`src/rtl/vec_mean_reduce_seq.sv`:
```
// Truncated-mean reducer for an N-element signed vector: one shared
// averaging adder, pairwise tree reduction over log2(N) levels, valid/ready on both sides.
module vec_mean_reduce_seq #(
  parameter int W = 8,
  parameter int N = 8
) (
  input  logic           clk,
  input  logic           rst,
  input  logic           in_valid,
  output logic           in_ready,
  input  logic [N*W-1:0] vec_in,
  input  logic           round_en,
  output logic           out_valid,
  input  logic           out_ready,
  output logic [W-1:0]   result,
  output logic           busy
);

  localparam int IW = $clog2(N);

  typedef enum logic [1:0] {
    S_IDLE,
    S_REDUCE,
    S_DONE
  } state_t;

  state_t        r_state;
  logic [W-1:0]  r_scratch [N];
  logic [IW-1:0] r_level;
  logic [IW-1:0] r_idx;
  logic          r_round;
  logic [W-1:0]  r_result;
  logic          r_in_ready;
  logic          r_out_valid;
  logic          r_busy;

  logic [IW-1:0] w_a_sel;
  logic [IW-1:0] w_b_sel;
  logic [W-1:0]  w_a;
  logic [W-1:0]  w_b;
  logic [W:0]    w_sum;
  logic [W-1:0]  w_mean;
  logic [IW-1:0] w_last_idx;
  logic          w_level_end;
  logic          w_last_level;

  // Single shared adder: W+1-bit sum of sign-extended operands, keep the top W bits.
  always_comb begin
    w_a_sel      = r_idx << 1;
    w_b_sel      = w_a_sel | IW'(1);
    w_a          = r_scratch[w_a_sel];
    w_b          = r_scratch[w_b_sel];
    w_sum        = {w_a[W-1], w_a} + {w_b[W-1], w_b} + (W+1)'(r_round);
    w_mean       = w_sum[W:1];
    w_last_idx   = IW'((N >> (r_level + 1'b1)) - 1);
    w_level_end  = (r_idx == w_last_idx);
    w_last_level = (r_level == IW'(IW - 1));
  end

  always_ff @(posedge clk or posedge rst) begin
    if (rst) begin
      r_state     <= S_IDLE;
      r_level     <= '0;
      r_idx       <= '0;
      r_round     <= 1'b0;
      r_result    <= '0;
      r_in_ready  <= 1'b1;
      r_out_valid <= 1'b0;
      r_busy      <= 1'b0;
      for (int unsigned i = 0; i < N; i++) begin
        r_scratch[i] <= '0;
      end
    end else begin
      case (r_state)
        S_IDLE: begin
          if (in_valid && r_in_ready) begin
            for (int unsigned i = 0; i < N; i++) begin
              r_scratch[i] <= vec_in[i*W +: W];
            end
            r_round    <= round_en;
            r_level    <= '0;
            r_idx      <= '0;
            r_in_ready <= 1'b0;
            r_busy     <= 1'b1;
            r_state    <= S_REDUCE;
          end
        end

        S_REDUCE: begin
          // Slot idx is overwritten only after slots 2*idx and 2*idx+1 were consumed.
          r_scratch[r_idx] <= w_mean;
          if (w_level_end) begin
            r_idx   <= '0;
            r_level <= r_level + 1'b1;
            if (w_last_level) begin
              r_result    <= w_mean;
              r_out_valid <= 1'b1;
              r_state     <= S_DONE;
            end
          end else begin
            r_idx <= r_idx + 1'b1;
          end
        end

        S_DONE: begin
          if (out_ready) begin
            r_out_valid <= 1'b0;
            r_busy      <= 1'b0;
            r_in_ready  <= 1'b1;
            r_state     <= S_IDLE;
          end
        end

        default: begin
          r_state     <= S_IDLE;
          r_in_ready  <= 1'b1;
          r_out_valid <= 1'b0;
          r_busy      <= 1'b0;
        end
      endcase
    end
  end

  assign in_ready  = r_in_ready;
  assign out_valid = r_out_valid;
  assign busy      = r_busy;
  assign result    = r_result;

endmodule
```
`config.mk`:
```
export PLATFORM = sky130hd
export DESIGN_NAME = vec_mean_reduce_seq
export DESIGN_NICKNAME = d
export VERILOG_FILES = /design/src/rtl/vec_mean_reduce_seq.sv
export SDC_FILE = /design/constraint.sdc
export NUM_CORES = 1
export LEC_CHECK = 0
export ABC_AREA = 1
export CAP_MARGIN = 0
export CORE_ASPECT_RATIO = 0.7
export CORE_MARGIN = 2
export CORE_UTILIZATION = 34
export CTS_CLUSTER_DIAMETER = 200
export DETAILED_ROUTE_END_ITERATION = 12
export PLACE_DENSITY = 0.54
export SLEW_MARGIN = 20
export SYNTH_ARGS = -nofsm -noshare
export SYNTH_HDL_FRONTEND = slang
export SYNTH_SLANG_ARGS = --single-unit
```
`constraint.sdc`:
```
create_clock -name clk -period 2.7 [get_ports clk]
set_clock_uncertainty 0.1 [all_clocks]
set_input_delay 0.54 -clock clk [delete_from_list [all_inputs] [get_ports clk]]
set_output_delay 0.54 -clock clk [all_outputs]
set_load 0.01 [all_outputs]
```
==> run metrics, run 1 <==
status complete, no violations; drt first pass iters 5; core area between 10000 and 15000 µm²; max cap viols 0; DIE HEIGHT 104 µm; Die X 146 µm; initial antenna violation count 0; synth unique cells 37; grt total ovfl 0; Tcrit/Tclk final 98.0%; YS warnings 0; GRT Total Usage between 20% and 30%; simple-gate portion of the synthesized area just under 30%; RSZ-0062 raised after global routing yes; CTS tree yes; # rows 36; largest family of logic cells by synthesized area simple AND/OR/NAND/NOR gates; CTS max path bufs 2; most frequent cells in the layout nand2_1 (186), dfrtp_1 (82), clkdlybuf4s50_1 (79); Async SR Flop Fraction 100%; Wirelength per Cell around 18 µm; CTS HTree Levels 3; Final TNS setup 0 ns; IO Port Bufs 79; die area roughly 15000 µm²; worst min path class register to register; cts bufs inserted 9; Final nets between 800 and 900; Initial Util about a third; CP startpoint kind register; first-pass GRT wire length approximately 26 mm; layout cell share with drive strength beyond 1 between 15 and 20%; Slew HR 67.2%; Synth Area in Compound Gates between 10% and 20%; largest net degree at the start of global routing 85; Clk Latency, worst-skew pair around 0.34 ns; fillers about 1400; CTS sink count 84; Vias per Instance ~5.2; placer congestion estimate between 0.8 and 0.9; syn avg cell area between 7 and 8 µm²; vias in the first global route roughly 4700; DR DRC count 0; actual slew at the worst max-slew pin about 0.49 ns; io pins 80; crit path capture type register; Detailed Place HPWL ~12 mm; final hold vios 0; Max Freq approximately 380 MHz; Synth Cell Area a little under 5000 µm²; CP Data Arrival Time 2.77 ns; Final WS setup 0.0552 ns; crit path max fanout 9; CP required between 2 and 3 ns; mux contribution to synthesized area 0%; most common cell after layout, fill and taps aside nand2_1; setup slack at placement -0.0543 ns; crit path time final 2.64 ns; Syn Nets between 700 and 800; CTS clk-pin slew, worst paths 0.06 ns; synthesized-area fraction occupied by adder cells 4.31%; Antenna Cells 0; Synth Instances around 630; Post-DRT Antenna Nets 0; hold_ws around 0.37 ns; DRT iter0 DRCs around 320; Final Max Tran Viols 0; post-synthesis xor/xnor area fraction less than 1%; Layout area overhead 37.7%; EDFF count, synth 0; Primary FF master, synth dfrtp_1; Vias between 4000 and 5000; WL final roughly 17 mm; clk root buf clkbuf_16; sequential-to-total area share from yosys stat around 44%; Synth Register Bits between 80 and 90; crit path kind register to register; final setup vio count 0
-- through the flow --
stage,cell area (µm²),util [%],cells
detailed placement,6040,43.5,908
global placement,6040,43.5,908
global route,6640,47.8,939
floorplan,4840,-,632
finish,6640,47.8,939
CTS,6380,46.0,926
-- critical path: stages, from the launching register on --
cell,delay [ns]
dfrtp_2,0.45
buf_4,0.16
clkbuf_16,0.14
o21ai_0,0.21
o22ai_1,0.13
ha_1,0.33
a21oi_1,0.29
o21ai_0,0.14
nor2_1,0.13
nand2_1,0.07
nand2_1,0.10
nand2_4,0.11
nand2_1,0.08
nand3_1,0.07
-- final cells by class --
| cell class | count | area [µm²] | area share [%] |
|---|---|---|---|
| clock inverters | 5 | 61.3 | 0.924 |
| clock buffers | 11 | 243 | 3.66 |
| well taps | 190 | 238 | 3.58 |
| flip-flops and latches | 84 | 2100 | 31.7 |
| multi-input cells | 470 | 2520 | 38.0 |
| repair buffers | 130 | 1270 | 19.1 |
| inverters | 49 | 199 | 3.00 |
-- registers in the layout, indices dropped and copies added (netlist names) --
register and cells:
result 8, r_idx 3, r_round 1, in_ready 1
out_valid 1, r_scratch 64, busy 1, r_state 2
r_level 3
-- metal layers --
layer | wire length [µm] | GRT usage [%] | vias up
met5 | 0 | 0 | -
met4 | 206 | 5.27 | 0
met3 | 1110 | 3.74 | 13
met2 | 7320 | 33.3 | 190
met1 | 8140 | 34.2 | 2316
li1 | - | - | 2347
-- timing repair --
action                                  CTS  global route
cloned                                    0             2
pin swaps                                 0            10
resized for setup                         5            43
hold buffers                              0             0
setup buffers                             2            11
endpoints found under the setup margin   19            56
-- Yosys cell counts (4+ instances only) --
master | instances | area share (%)
nand2_2 | 5 | 0.65
a31oi_1 | 5 | 0.65
inv_2 | 4 | 0.31
buf_2 | 9 | 0.93
xnor2_1 | 4 | 0.73
o21ai_2 | 5 | 0.91
a21oi_1 | 11 | 1.1
nand3_1 | 76 | 7.9
nor2_1 | 43 | 3.3
clkbuf_1 | 15 | 1.2
dfrtp_1 | 83 | 43
o211ai_1 | 14 | 2.2
inv_1 | 41 | 3.2
nand2_1 | 194 | 15
nor3_1 | 4 | 0.42
ha_1 | 15 | 3.9
a22oi_1 | 16 | 2.5
o22ai_1 | 15 | 1.9
nand4_1 | 6 | 0.78
o21ai_0 | 41 | 4.3
-- cell families (layout without fill, tap and decap cells) --
| family | Yosys count | in the layout |
|---|---|---|
| AOI/OAI and AO/OA | 112 | 112 |
| xor gates and xnor gates | 5 | 5 |
| adders and majority gates | 16 | 16 |
| buffers and inverters | 78 | 195 |
| DFF | 84 | 84 |
| and+or+nand+nor | 337 | 337 |
-- final timing paths --
kind,from,slack [ns],depth (start not counted),to
max in group asynchronous,rst,1.53,3,r_idx[0]
worst min-delay path,out_valid,0.37,2,out_valid
worst min register to register,out_valid,0.37,2,out_valid
worst max register to register,r_idx[0],0.06,13,r_scratch[14]
worst max-delay path,r_idx[0],0.06,13,r_scratch[14]
min in group asynchronous,rst,0.56,3,busy
Power of run 1 is left out: the tool's default activity adds up to more than one toggle a clock period on the data nets, which glitch-free logic cannot reach.
==> run 2, diff against run 1 <==
==> constraint.sdc (replaced) <==
create_clock -name clk -period 2.7 [get_ports clk]
set_clock_uncertainty 0.1 [all_clocks]
set_input_delay 0.54 -clock clk [delete_from_list [all_inputs] [get_ports clk]]
set_output_delay 0.54 -clock clk [all_outputs]
set_load 0.05 [all_outputs]
==> results of run 2 <==
The final DEF is identical to that of run 1. Status: complete, no violations.
Power of run 2 is left out for the same reason.
